<file path="src/rtl/proc_seq_pkg.sv">
// Shared definitions for the proc instruction sequencer: FSM states,
// opcodes and instruction field positions.
package proc_seq_pkg;

    typedef enum logic [2:0] {
        S_IDLE,
        S_FETCH,
        S_ISSUE,
        S_IMM,
        S_WAIT,
        S_HALT,
        S_ERR
    } seq_state_t;

    localparam logic [2:0] OPC_MV  = 3'b000;
    localparam logic [2:0] OPC_MVI = 3'b001;
    localparam logic [2:0] OPC_ADD = 3'b010;
    localparam logic [2:0] OPC_SUB = 3'b011;

    localparam int unsigned OPC_HI = 8;
    localparam int unsigned OPC_LO = 6;
    localparam int unsigned RX_HI  = 5;
    localparam int unsigned RX_LO  = 3;
    localparam int unsigned RY_HI  = 2;
    localparam int unsigned RY_LO  = 0;

endpackage

</file>
<file path="src/rtl/seq_watchdog.sv">
// Done watchdog: counts enabled cycles since clear and flags the cycle
// in which the TIMEOUT-th enabled cycle is being spent.
module seq_watchdog #(
    parameter int unsigned TIMEOUT = 15
) (
    input  logic clk,
    input  logic rst,
    input  logic clr,
    input  logic en,
    output logic expired
);

    localparam int unsigned CW = $clog2(TIMEOUT + 1);

    logic [CW-1:0] count;

    // expired is combinational so the FSM leaves on the edge ending that cycle
    assign expired = en && (count >= CW'(TIMEOUT - 1));

    always_ff @(posedge clk or posedge rst) begin
        if (rst)
            count <= '0;
        else if (clr)
            count <= '0;
        else if (en && !expired)
            count <= count + 1'b1;
    end

endmodule

</file>
<file path="src/rtl/proc_sequencer.sv">
// Fetches instructions from a synchronous ROM and feeds them to proc with
// a one-cycle Run pulse, supplying mvi immediates and waiting for Done.
module proc_sequencer
    import proc_seq_pkg::*;
#(
    parameter int unsigned ADDR_W    = 5,
    parameter int unsigned DATA_W    = 9,
    parameter int unsigned LAST_ADDR = 31,
    parameter int unsigned TIMEOUT   = 15
) (
    input  logic              Clock,
    input  logic              Reset,
    input  logic              Start,
    input  logic              Step,
    output logic [ADDR_W-1:0] MemAddr,
    input  logic [DATA_W-1:0] MemData,
    output logic [DATA_W-1:0] DIN,
    output logic              Run,
    input  logic              Done,
    output logic              Busy,
    output logic              Halted,
    output logic              Error,
    output logic [7:0]        InstrCount
);

    seq_state_t state, state_nxt;

    logic [ADDR_W-1:0] pc;
    logic              opc_mvi;
    logic              complete;
    logic              restart;
    logic              wd_clr;
    logic              wd_en;
    logic              wd_expired;
    logic [ADDR_W:0]   last_addr;
    seq_state_t        done_target;

    seq_watchdog #(.TIMEOUT(TIMEOUT)) u_watchdog (
        .clk    (Clock),
        .rst    (Reset),
        .clr    (wd_clr),
        .en     (wd_en),
        .expired(wd_expired)
    );

    // Halt test uses one extra bit so an mvi at the top address is not wrapped
    assign last_addr = {1'b0, pc} + {{ADDR_W{1'b0}}, opc_mvi};

    always_comb begin
        if (last_addr >= (ADDR_W + 1)'(LAST_ADDR))
            done_target = S_HALT;
        else if (Step)
            done_target = S_IDLE;
        else
            done_target = S_FETCH;
    end

    always_comb begin
        state_nxt = state;
        MemAddr   = pc;
        DIN       = '0;
        Run       = 1'b0;
        complete  = 1'b0;
        restart   = 1'b0;
        wd_clr    = 1'b0;
        wd_en     = 1'b0;
        case (state)
            S_IDLE: begin
                if (Start)
                    state_nxt = S_FETCH;
            end
            S_HALT, S_ERR: begin
                if (Start) begin
                    restart   = 1'b1;
                    state_nxt = S_FETCH;
                end
            end
            S_FETCH: state_nxt = S_ISSUE;
            S_ISSUE: begin
                DIN     = MemData;
                Run     = 1'b1;
                MemAddr = pc + 1'b1;
                wd_clr  = 1'b1;
                if (MemData[OPC_HI:OPC_LO] == OPC_MVI)
                    state_nxt = S_IMM;
                else
                    state_nxt = S_WAIT;
            end
            S_IMM: begin
                DIN   = MemData;
                wd_en = 1'b1;
                if (Done) begin
                    complete  = 1'b1;
                    state_nxt = done_target;
                end else begin
                    state_nxt = S_WAIT;
                end
            end
            S_WAIT: begin
                wd_en = 1'b1;
                if (Done) begin
                    complete  = 1'b1;
                    state_nxt = done_target;
                end else if (wd_expired) begin
                    state_nxt = S_ERR;
                end
            end
            default: state_nxt = S_IDLE;
        endcase
    end

    assign Busy   = (state == S_FETCH) || (state == S_ISSUE) ||
                    (state == S_IMM)   || (state == S_WAIT);
    assign Halted = (state == S_HALT);
    assign Error  = (state == S_ERR);

    always_ff @(posedge Clock or posedge Reset) begin
        if (Reset) begin
            state      <= S_IDLE;
            pc         <= '0;
            InstrCount <= '0;
            opc_mvi    <= 1'b0;
        end else begin
            state <= state_nxt;
            if (state == S_ISSUE)
                opc_mvi <= (MemData[OPC_HI:OPC_LO] == OPC_MVI);
            if (restart) begin
                pc         <= '0;
                InstrCount <= '0;
            end else if (complete) begin
                pc         <= pc + (opc_mvi ? ADDR_W'(2) : ADDR_W'(1));
                InstrCount <= InstrCount + 8'd1;
            end
        end
    end

endmodule

</file>
<file path="config.mk">
export PLATFORM = sky130hd
export DESIGN_NAME = proc_sequencer
export DESIGN_NICKNAME = d
export VERILOG_FILES = /design/src/rtl/proc_seq_pkg.sv /design/src/rtl/seq_watchdog.sv /design/src/rtl/proc_sequencer.sv
export SDC_FILE = /design/constraint.sdc
export NUM_CORES = 1
export LEC_CHECK = 0
export BUFFER_PORTS_ARGS = -buffer_cell sky130_fd_sc_hd__clkbuf_2
export CORE_ASPECT_RATIO = 0.75
export CORE_MARGIN = 3
export CORE_UTILIZATION = 48
export DETAILED_ROUTE_END_ITERATION = 16
export HOLD_SLACK_MARGIN = 0.03
export PLACE_DENSITY = 0.76
export SETUP_SLACK_MARGIN = 0.15
export SYNTH_ARGS = -nofsm -noshare
export SYNTH_HDL_FRONTEND = slang
export SYNTH_SLANG_ARGS = --single-unit
</file>
<file path="constraint.sdc">
create_clock -name Clock -period 1.8 [get_ports Clock]
set_clock_uncertainty 0.05 [all_clocks]
set_input_delay 0.27 -clock Clock [delete_from_list [all_inputs] [get_ports Clock]]
set_output_delay 0.27 -clock Clock [all_outputs]
set_load 0.05 [all_outputs]
</file>
Word level (Yosys, flattened, before mapping)
Index checks and enable logic that the tools add are counted.
W data, S select, Z words.
Operators by class
  add/sub/neg operators: 5
  $lt $le $gt $ge: 2
  equality and inequality tests: 9
  mux-type cells: 23
  reduce and logical (&&, ||, !) cells: 14
Operators by type and width (count)
  $mux W3: 6
  $mux W8: 2
  $mux W5: 3
  $pmux W3 S5: 1
  $eq A3 B3 Y1 const B: 3
  $mux W9: 1
  $add A8 B1 Y8 const B: 1
  $mux W4: 2
  $mux W1: 7
  $add A5 B1 Y6: 1
  $eq A3 B1 Y1 const B: 2
  $eq A3 B2 Y1 const B: 2
  $ge A6 B5 Y1 const B: 1
  $reduce_or A2 Y1: 3
  $add A5 B1 Y5 const B: 1
  $add A5 B2 Y5: 1
  $add A4 B1 Y4 const B: 1
  $ge A4 B4 Y1 const B: 1
  $reduce_bool A2 Y1: 2
  $logic_not A3 Y1: 1
  $logic_or A1 B1 Y1: 3
  $ne A3 B2 Y1 const B: 1
  $reduce_or A3 Y1: 1
  $logic_and A1 B1 Y1: 2
  4 further kinds: 4
Word-level totals
  flip-flop bits (word level): 21
  input bits: 14
  output and inout bits: 26
  logic and storage cells: 58

Longest topological paths before layout
Gate-level depths: netlist of run 1.
  depth after elaboration: 8
  mapped depth: 7
  gate-level depth less buffers: 7

Cells and area by module
Synthesis of run 1 repeated with hierarchy kept, for this count alone.
Unflattened totals
  cell total of the unflattened synthesis: 169
  area total of the unflattened synthesis: 1530.2 um^2
Modules (own cells, without submodules)
  proc_sequencer: times used 1, cells each 147, area an instance 1298.7 um^2, sequential area each 425.4 um^2
  seq_watchdog: times used 1, cells each 22, area an instance 231.5 um^2, sequential area each 100.1 um^2

Least setup slack after synthesis of run 1
No wires, ideal clock.
  path kind: reg-to-output
  from: register state[2]
  to: output MemAddr[3]
  arrival time: 2058 ps
  data required time: 1480 ps
  path slack: -578 ps
  stages on the path, launching flop included: 6
  path buffers: 1
  path through: dfrtp_1 buf_2 nand2b_4 nor2_4 nand4_1 xnor2_1
Between the ends
  cells in the longest elaborated chain, start to end: 2
Ends and longest elaborated chain
  from (decl): RTL line proc_sequencer.sv:26  | seq_state_t state, state_nxt;
  from (signal assigned): RTL line proc_sequencer.sv:124  | state <= state_nxt;
  $eq A3 B2 Y1: RTL line proc_sequencer.sv:67  | case (state)
  $mux W5: RTL line proc_sequencer.sv:67
  to (decl): RTL line proc_sequencer.sv:15  | output logic [ADDR_W-1:0] MemAddr,
Every way passes these cells.

Worst setup path after layout of run 1
  from: register state[2]
  to: output MemAddr[1]
The elaborated chain is that of the path after synthesis.

==> results_dict.tcl, run 1 <==
set metrics [dict create \
    status "complete, but fails checks" \
    violations "setup timing" \
    multi_input_area_um2 1170 \
    rows 17 \
    synth-edff-count 0 \
    dr.pass1.iters 4 \
    required_ns 1.48 \
    max_cap_viol_count 0 \
    chipHeight_um 55.7 \
    timing.final.crit_share_pct 107 \
    use_met2_pct 41.9 \
    dominantRegCellSynth "dfrtp_1" \
    clock_latency_ns 0.27 \
    reg2reg_slack_ns -0.01 \
    fin_tns_setup_ns -0.820 \
    synth-seq-cells 21 \
    die_x_um 72.3 \
    grt_antenna_before_repair 0 \
    clk_pin_slew_worst_paths_ns 0.09 \
    synth_cell_types 50 \
    whs_ns 0.387 \
    setup-violations-final 15 \
    met3_usage_pct 4.51 \
    initial_core_util_pct 52.0 \
    core_area_um2 3040 \
    final_layout_size_suffix_gt1_share_pct 40.1 \
    path_class "register to primary output" \
    syn_area_um2 1580 \
    first_global_vias 1617 \
    num_vias 1650 \
    synth_seq_area_share_pct 33.3 \
    powerDensity_nw_per_um2 1610 \
    arrival_ns 1.61 \
    grt.busiest_layer "met2" \
    startpoint_type "register" \
    critPathCapture "MemAddr[1]" \
    synth_nets 205 \
    crit_slowest_cell "dfrtp_1" \
    end_kind "primary output" \
    hold_violations 0 \
    peakVddDrop_mv 0.975 \
    r2r_cells 6 \
    grt_pass1_wl_mm 7.53 \
    rsz0062_at_grt "true" \
    ys_top_cells_by_area "dfrtp_1 33%, ha_1 6.3%, nand2_1 5.0%, and2_1 4.4%, nand3_1 3.5%" \
    fmax_mhz 519 \
    nNetsFinal 266 \
    fin_util_pct 77.4 \
    drtIter0Drc 106 \
    io_pins 40 \
    async_reset_ff_share_pct 100 \
    antenna_cells 0 \
    overflow 0 \
    cts_buffer_depth 2 \
    synthCells 182 \
    wire_per_inst_um 16.6 \
    maxSlewViolCount 0 \
    fin_area_um2 2350 \
    cts_sinks 21 \
    grt_util_all_layers_pct 23.7 \
    die_area_um2 4020 \
    ant_nets 0 \
    tritoncts "done" \
    p_total_mw 3.78 \
    worst-slew-pin-transition_ns 0.356 \
    r2r_end "state[0]" \
    portBuffers 39 \
    hpwl_mm 3.07 \
    synth_top_area_share_pct 33.3 \
    placed_cell_area_um2 2030 \
    yosysWarnings 0 \
    fin_crit_ns 1.93 \
    cts.htree.levels 1 \
    seq_area_um2 531 \
    syn_to_final_growth_pct 48.9 \
    yosys-top-cells-count "21 x dfrtp_1, 21 x nand2_1, 12 x nor2_1, 11 x and2_1, 11 x nand3_1" \
    grt_max_degree 22 \
    slew_headroom_pct 76.2 \
    synth.avg_cell_area_um2 8.68 \
    drc 0 \
    r2r-start "state[0]" \
    vias_per_cell 5.89 \
    use_met1_pct 27.8 \
    critical_path.max_fanout 5 \
    crit_start "state[2]" \
    max_stage_delay_ns 0.40 \
    synth_top_area_cell "dfrtp_1" \
    gp_congestion 0.856 \
    cts_root_buf "clkbuf_8" \
    numCtsBuffers 3 \
    hold_class "input port to register" \
    fillers 204 \
    fin_ws_ns -0.128 \
    drt_wl_total_mm 4.66 \
    worstPathCellList "nand2b_4 > nor2_4 > buf_4 > mux2_2 > clkbuf_8" \
    leakage_nw 1.06 \
]
==> per-layer routing <==
metal	share of wire, %	vias up
met2	49	87
met3	8.4	15
met5	0	-
met1	40	776
met4	2.8	0
li1	-	772
==> logic make-up (layout without fill, tap and decap cells) <==
logic type,after synthesis,count (layout),share of synthesized area (%)
DFF,21,21,33.3
and+or+nand+nor,86,87,30.2
AOI/OAI and AO/OA,36,37,15.1
xor gates and xnor gates,12,12,6.65
muxes,3,3,1.98
adders and majority gates,10,10,8.23
buffers and inverters,14,72,4.59
==> layout make-up <==
| cell class | instances | area share (%) |
|---|---|---|
| well taps | 38 | 2.02 |
| flip-flops and latches | 21 | 22.5 |
| clock buffers | 3 | 1.75 |
| multi-input cells | 149 | 49.8 |
| inverters | 4 | 0.638 |
| clock inverters | 1 | 0.319 |
| repair buffers | 64 | 23.0 |
==> cell usage in the layout, fill, tap and decap left out, types with 2 or more instances in the layout <==
cell      netlist  routed
dfrtp_2         0       4
o211ai_1        3       3
ha_4            0       3
clkbuf_2        0      21
o21ai_1         7       7
xnor2_4         0       4
and2_1         11      11
a32oi_1         2       2
and3b_1         2       2
a21oi_1         5       4
buf_6           1       4
xor2_1          6       4
nand2_2         0       2
buf_12          0       6
nor3_1          3       2
nor2b_1         3       3
dfrtp_1        21      17
nand4_1         8       8
and3_1          2       2
a22o_1          2       2
mux2i_1         2       2
o21ai_0         8       8
xor2_2          0       2
clkbuf_8        0       5
ha_1            8       5
clkbuf_4        0       2
nor2_1         12      11
inv_1           4       4
buf_4           2      27
nand2_1        21      19
nand3_1        11      12
==> flip-flops by register name (all words and copies together), names as in the netlist <==
name              cells
InstrCount            8
u_watchdog.count      4
pc                    5
state                 3
opc_mvi               1
==> per-stage QoR <==
stage | cells | setup WS [ns]
floorplan | 182 | -0.242
global placement | 259 | 0.114
detailed placement | 259 | 0.0464
CTS | 276 | -0.142
global route | 280 | -0.188
finish | 280 | -0.128
==> how the worst min path moves through the flow <==
stage                     depth (start not counted)                  end  startpoint  slack (ns)
after floorplan                                   1        InstrCount[0]       Reset        0.20
after global placement                            3  u_watchdog.count[0]       Reset        0.24
after detailed placement                          3        InstrCount[7]       Reset        0.25
after CTS                                         3             state[0]       Start        0.35
after global routing                              3        InstrCount[0]        Done        0.38
final                                             3             state[0]       Start        0.39
==> worst max-delay path: cells and delay by family (launching register included) <==
kind          cells  cell delay, ns
buf+inv           2            0.32
flops             1            0.40
mux               1            0.33
simple gates      2            0.29
==> where the power goes <==
part           internal, mW  leakage, nW  switching, mW
Sequential            0.617        0.272          0.211
Combinational          1.13        0.766           1.49
Clock                 0.157       0.0217          0.173
==> repair_timing <==
item                                    in CTS  in global routing
endpoints found under the hold margin       21                  0
buffers inserted                            11                  3
hold buffers                                 1                  0
cloned                                       1                  1
pin swaps                                   10                  4
endpoints found under the setup margin      30                 36
resized for setup                           26                 19
(Power assumes the default switching activity.)
==> run 2, diff against run 1 <==
--- a/config.mk
+++ b/config.mk
@@ -6,12 +6,11 @@
 export NUM_CORES = 1
 export LEC_CHECK = 0
 export BUFFER_PORTS_ARGS = -buffer_cell sky130_fd_sc_hd__clkbuf_2
-export CORE_ASPECT_RATIO = 0.75
 export CORE_MARGIN = 3
 export CORE_UTILIZATION = 48
 export DETAILED_ROUTE_END_ITERATION = 16
 export HOLD_SLACK_MARGIN = 0.03
-export PLACE_DENSITY = 0.76
+export PLACE_DENSITY = 0.82
 export SETUP_SLACK_MARGIN = 0.15
 export SYNTH_ARGS = -nofsm -noshare
 export SYNTH_HDL_FRONTEND = slang
==> run 2 against run 1 <==
The flow still finishes with violations (setup timing). Core utilization rose by 15 points. Via count rose by 18%. Highest routed layer unchanged. Routed wire length rose by 50%. Global-route usage rose by 2.7 points. Register-to-register slack got worse by 0.14 ns. Critical path type unchanged. Worst setup slack got worse by 0.14 ns. Maximum frequency fell by 6.8%. Die area fell by 0.19%. Clock power fell by 24%.
==> results_dict.tcl, run 2 (same netlist as run 1, synthesis figures left out) <==
set metrics [dict create \
    cp.buffers_inverters 1 \
    antenna_cells 0 \
    rows 20 \
    drt_wl_total_mm 7.00 \
    place_inst 269 \
    worst-slew-pin-transition_ns 0.528 \
    fmax_mhz 483 \
    end_kind "primary output" \
    final_layout_size_suffix_gt1_share_pct 58.0 \
    fin_util_pct 92.5 \
    largest_reg_flops 8 \
    vias_per_cell 6.33 \
    grt_antenna_before_repair 0 \
    numCtsBuffers 3 \
    required_ns 1.48 \
    critical_path.max_fanout 6 \
    pre_cts_slack_ns 0.000372 \
    path_class "register to primary output" \
    timing.final.crit_share_pct 115 \
    overflow 0 \
    violations "setup timing" \
    hold_class "input port to register" \
    clock_latency_ns 0.32 \
    arrival_ns 1.75 \
    setup-violations-final 29 \
    worstPathCellList "nand2b_4 > nor2_4 > nand4_1 > xnor2_4 > buf_8" \
    num_vias 1949 \
    cts_root_buf "clkbuf_4" \
    nNetsFinal 288 \
    tritoncts "done" \
    rsz0062_at_grt "true" \
    powerDensity_nw_per_um2 1670 \
    hold_violations 0 \
    grt_util_all_layers_pct 26.4 \
    grt_max_degree 21 \
    chipHeight_um 63.4 \
    syn_to_final_growth_pct 81.6 \
    drc 0 \
    maxSlewViolCount 0 \
    fin_ws_ns -0.268 \
    slew_headroom_pct 64.8 \
    io_pins 40 \
    top_register "InstrCount" \
    status "complete, but fails checks" \
    fin_tns_setup_ns -3.91 \
    first_global_vias 1698 \
    die_x_um 63.4 \
    peakVddDrop_mv 1.16 \
    cts_sinks 21 \
    die_area_um2 4020 \
    startpoint_type "register" \
    critPathTopFamily "simple AND/OR/NAND/NOR gates" \
    ant_nets 0 \
    final_common_cell "buf_4" \
    portBuffers 39 \
    wire_per_inst_um 22.7 \
    drtIter0Drc 144 \
    initial_core_util_pct 50.9 \
    gp_congestion 0.773 \
    p_total_mw 4.80 \
    cts.htree.levels 1 \
    clk_pin_slew_worst_paths_ns 0.13 \
    max_cap_viol_count 0 \
    leakage_nw 1.32 \
    cts_buffer_depth 2 \
    max_stage_delay_ns 0.44 \
    dr.pass1.iters 5 \
    grt_pass1_wl_mm 8.38 \
    hpwl_mm 2.79 \
    fin_crit_ns 2.07 \
    top_regs "InstrCount x8, pc x5, u_watchdog.count x4" \
    final_cells 308 \
    layout_common_cells "26 x buf_4, 21 x clkbuf_2, 16 x dfrtp_1, 16 x buf_8, 14 x buf_6" \
    crit_slowest_cell "dfrtp_1" \
    core_area_um2 3100 \
]
-- run 2: cell count changes in the layout (fill, tap and decap cells not counted), sizes merged --
cell      delta
buf         +21
bufbuf       +1
clkinv       +1
clkinvlp     -1
-- run 2: worst min-delay path, delay by kind of cell --
kind          cells  cell delay (ns)
buf+inv           1             0.09
mux               1             0.12
simple gates      1             0.22
-- run 2: path summary, 6_finish.rpt --
| kind | startpoint | end | slack, ns | cells past startpoint |
|---|---|---|---|---|
| max in group asynchronous | Reset | pc[1] | 0.71 | 4 |
| setup / recovery | state[2] | MemAddr[3] | -0.27 | 5 |
| hold reg to reg | InstrCount[7] | InstrCount[7] | 0.48 | 1 |
| min in group asynchronous | Reset | InstrCount[2] | 0.44 | 3 |
| hold / removal | MemData[8] | opc_mvi | 0.36 | 3 |
| setup reg to reg | state[1] | InstrCount[5] | -0.15 | 9 |
-- run 2: through the flow --
step	instance area, um2	hold WS [ns]
4_1_cts	2540	0.302
5_1_grt	2870	0.378
3_5_place_dp	2010	0.244
6_report	2870	0.361
2_1_floorplan	1700	0.196
3_3_place_gp	2010	0.233
-- run 2: metal layers --
metal  up-vias  part of all wire [%]  wire length [um]  global-route usage [%]
li1        824                     -                 -                       -
met1       957                    35              2450                    31.6
met2       133                    53              3680                    47.5
met3        35                   8.3               583                    4.99
met4         0                   4.2               293                    7.82
met5         -                     0                 0                       0
-- run 2: final cells by class --
type                    instances  area, um2
multi-input cells             149       1350
repair buffers                 86        890
flip-flops and latches         21        532
fillers                       116        234
well taps                      44       55.1
clock buffers                   3       22.5
inverters                       4       15.0
clock inverters                 1       5.00
-- run 2: where the power goes --
group	switching [mW]	internal, mW	leakage, nW
clock	0.168	0.0835	0.0177
combinational	1.92	1.77	1.03
sequential	0.237	0.618	0.271
-- run 2: what timing repair did --
action	in CTS	in global routing
setup endpoints to repair	25	36
hold endpoints to repair	11	0
setup buffers	19	10
resized for setup	72	67
cloned	3	2
hold buffers	1	0
pin swaps	19	20
==> run 3, diff against run 2 <==
--- a/config.mk
+++ b/config.mk
@@ -5,13 +5,16 @@
 export SDC_FILE = /design/constraint.sdc
 export NUM_CORES = 1
 export LEC_CHECK = 0
+export ABC_AREA = 1
 export BUFFER_PORTS_ARGS = -buffer_cell sky130_fd_sc_hd__clkbuf_2
 export CORE_MARGIN = 3
-export CORE_UTILIZATION = 48
+export CORE_UTILIZATION = 47
+export CTS_CLUSTER_SIZE = 24
 export DETAILED_ROUTE_END_ITERATION = 16
 export HOLD_SLACK_MARGIN = 0.03
-export PLACE_DENSITY = 0.82
+export PLACE_DENSITY = 0.81
 export SETUP_SLACK_MARGIN = 0.15
 export SYNTH_ARGS = -nofsm -noshare
 export SYNTH_HDL_FRONTEND = slang
 export SYNTH_SLANG_ARGS = --single-unit
+export TNS_END_PERCENT = 1
==> run 3 against run 2 <==
The run still ends with setup timing left. Via count down 19%. Critical path type unchanged. Largest cell class unchanged. Non-clock buffer count decreased by 28. Routed wire length is 41% lower. First-iteration DRC count decreased by 28%.
==> results_dict.tcl, run 3 <==
set metrics [dict create \
    worstPathCellList "buf_6 > nor2_1 > nand2_2 > nand2_4 > or3_4 > buf_8" \
    timing.final.crit_share_pct 109 \
    hpwl_mm 2.65 \
    numCtsBuffers 3 \
    first_global_vias 1612 \
    violations "setup timing" \
    synth_top_area_share_pct 34.9 \
    peakVddDrop_mv 1.37 \
    multi_input_area_um2 997 \
    synth-edff-count 0 \
    vias_per_cell 4.99 \
    synth.avg_cell_area_um2 7.15 \
    antenna_cells 0 \
    core_area_um2 2900 \
    io_pins 40 \
    powerDensity_nw_per_um2 1820 \
    layout_common_cells "48 x nand2_1, 33 x inv_1, 21 x clkbuf_2" \
    setup-violations-final 18 \
    portBuffers 39 \
    synthCells 211 \
    arrival_ns 1.65 \
    fmax_mhz 508 \
    syn_area_um2 1510 \
    max_cap_viol_count 0 \
    crit_slowest_cell "dfrtp_1" \
    wire_per_inst_um 13.2 \
    die_area_um2 3920 \
    grt_max_degree 22 \
    ys_top_cells_by_area "dfrtp_1 35%, nand2_1 13%, inv_1 8.5%, nor2_1 7.5%, ha_1 6.6%" \
    cts.htree.levels 1 \
    clk_pin_slew_worst_paths_ns 0.13 \
    cts_root_buf "clkbuf_4" \
    clock_latency_ns 0.33 \
    slew_headroom_pct 80.2 \
    fin_ws_ns -0.169 \
    rows 19 \
    yosys-top-cells-count "51 x nand2_1, 34 x inv_1, 30 x nor2_1, 21 x dfrtp_1, 14 x nand3_1" \
    chipHeight_um 62.6 \
    drt_wl_total_mm 4.16 \
    synth_seq_area_share_pct 34.9 \
    fin_tns_setup_ns -1.90 \
    max_stage_delay_ns 0.41 \
    nNetsFinal 297 \
    top_register "InstrCount" \
    die_x_um 62.6 \
    dr.pass1.iters 4 \
    worst-slew-pin-transition_ns 0.295 \
    drc 0 \
    fillers 201 \
    syn_to_final_growth_pct 51.0 \
    yosysWarnings 0 \
    async_reset_ff_share_pct 100 \
    leakage_nw 1.16 \
    num_vias 1573 \
    fin_util_pct 78.5 \
    grt_pass1_wl_mm 7.46 \
    critical_path.max_fanout 4 \
    synth_nets 234 \
    maxSlewViolCount 0 \
    top_regs "InstrCount x8, pc x5, u_watchdog.count x4" \
    final_layout_size_suffix_gt1_share_pct 37.4 \
    gp_congestion 0.869 \
    overflow 0 \
    required_ns 1.48 \
    final_common_cell "nand2_1" \
    fin_crit_ns 1.97 \
    synth_top_area_cell "dfrtp_1" \
    drtIter0Drc 104 \
    ant_nets 0 \
    startpoint_type "register" \
    largest_reg_flops 8 \
    tritoncts "done" \
    whs_ns 0.287 \
    path_class "register to primary output" \
    pre_cts_slack_ns 0.0121 \
    status "complete, but fails checks" \
    cts_buffer_depth 2 \
    p_total_mw 4.14 \
    cts_sinks 21 \
    grt_antenna_before_repair 0 \
    dominantRegCellSynth "dfrtp_1" \
    initial_core_util_pct 52.0 \
    hold_class "input port to register" \
    post-synth-top-count-cell "nand2_1" \
    seq_area_um2 528 \
    grt_util_all_layers_pct 23.6 \
    rsz0062_at_grt "true" \
    synth-seq-cells 21 \
    reg2reg_slack_ns -0.07 \
    hold_violations 0 \
    synth_cell_types 27 \
    end_kind "primary output" \
]
run 3: cell types whose count changed after synthesis, sizes merged, moves of 5 or more:
cell,delta
buf,-8
nand2,+37
xnor2,-6
and2,-11
nand4,-5
nor2,+18
inv,+34
run 3: cell families after synthesis:
group | synth area share [%]
xor+xnor | 3.49
fa+ha+maj | 7.97
simple gates | 36.1
flops | 34.9
compound gates | 7.55
buf+inv | 10.0
run 3: area by class of cell:
class / count / share of cell area, %
multi-input cells: 151 / 43.8
flip-flops and latches: 21 / 23.2
repair buffers: 58 / 22.3
inverters: 39 / 7.31
well taps: 42 / 2.31
clock buffers: 4 / 1.15
run 3: per-stage QoR:
| stage | cells | cell area (um2) |
|---|---|---|
| 2_1_floorplan | 211 | 1640 |
| 3_3_place_gp | 302 | 1960 |
| 3_5_place_dp | 302 | 1960 |
| 4_1_cts | 314 | 2250 |
| 5_1_grt | 315 | 2280 |
| 6_report | 315 | 2280 |
run 3: layer usage:
metal / part of all wire [%] / global-route usage, % / up-vias / wire length [um]
met5: 0 / 0 / - / 0
met4: 3.1 / 9.09 / 0 / 127
met3: 4.5 / 3.96 / 15 / 188
met2: 51 / 40.7 / 52 / 2130
met1: 41 / 29.4 / 728 / 1710
li1: - / - / 778 / -
run 3: worst max-delay path: cells and delay by family, from the launching register on:
kind	cells	cell delay, ns
buffers and inverters	2	0.29
DFF	1	0.41
and+or+nand+nor	4	0.63
run 3: worst paths after layout:
kind	cells past startpoint	start	to
setup / recovery	6	state[0]	Busy
hold / removal	4	Start	pc[2]
setup reg to reg	11	state[0]	InstrCount[3]
hold reg to reg	2	u_watchdog.count[3]	u_watchdog.count[3]
max in group asynchronous	4	Reset	state[1]
min in group asynchronous	4	Reset	InstrCount[2]
run 3: power breakdown:
part	internal, mW	total, mW	switching [mW]	leakage, nW
logic	1.09	3.04	1.95	0.875
registers	0.664	0.860	0.196	0.270
clock network	0.0870	0.246	0.159	0.0150
run 3: timing repair:
action,in CTS,in global routing
setup buffers,7,1
hold endpoints to repair,21,0
hold buffers,1,0
pin swaps,9,2
resized for setup,49,11
endpoints found under the setup margin,20,36
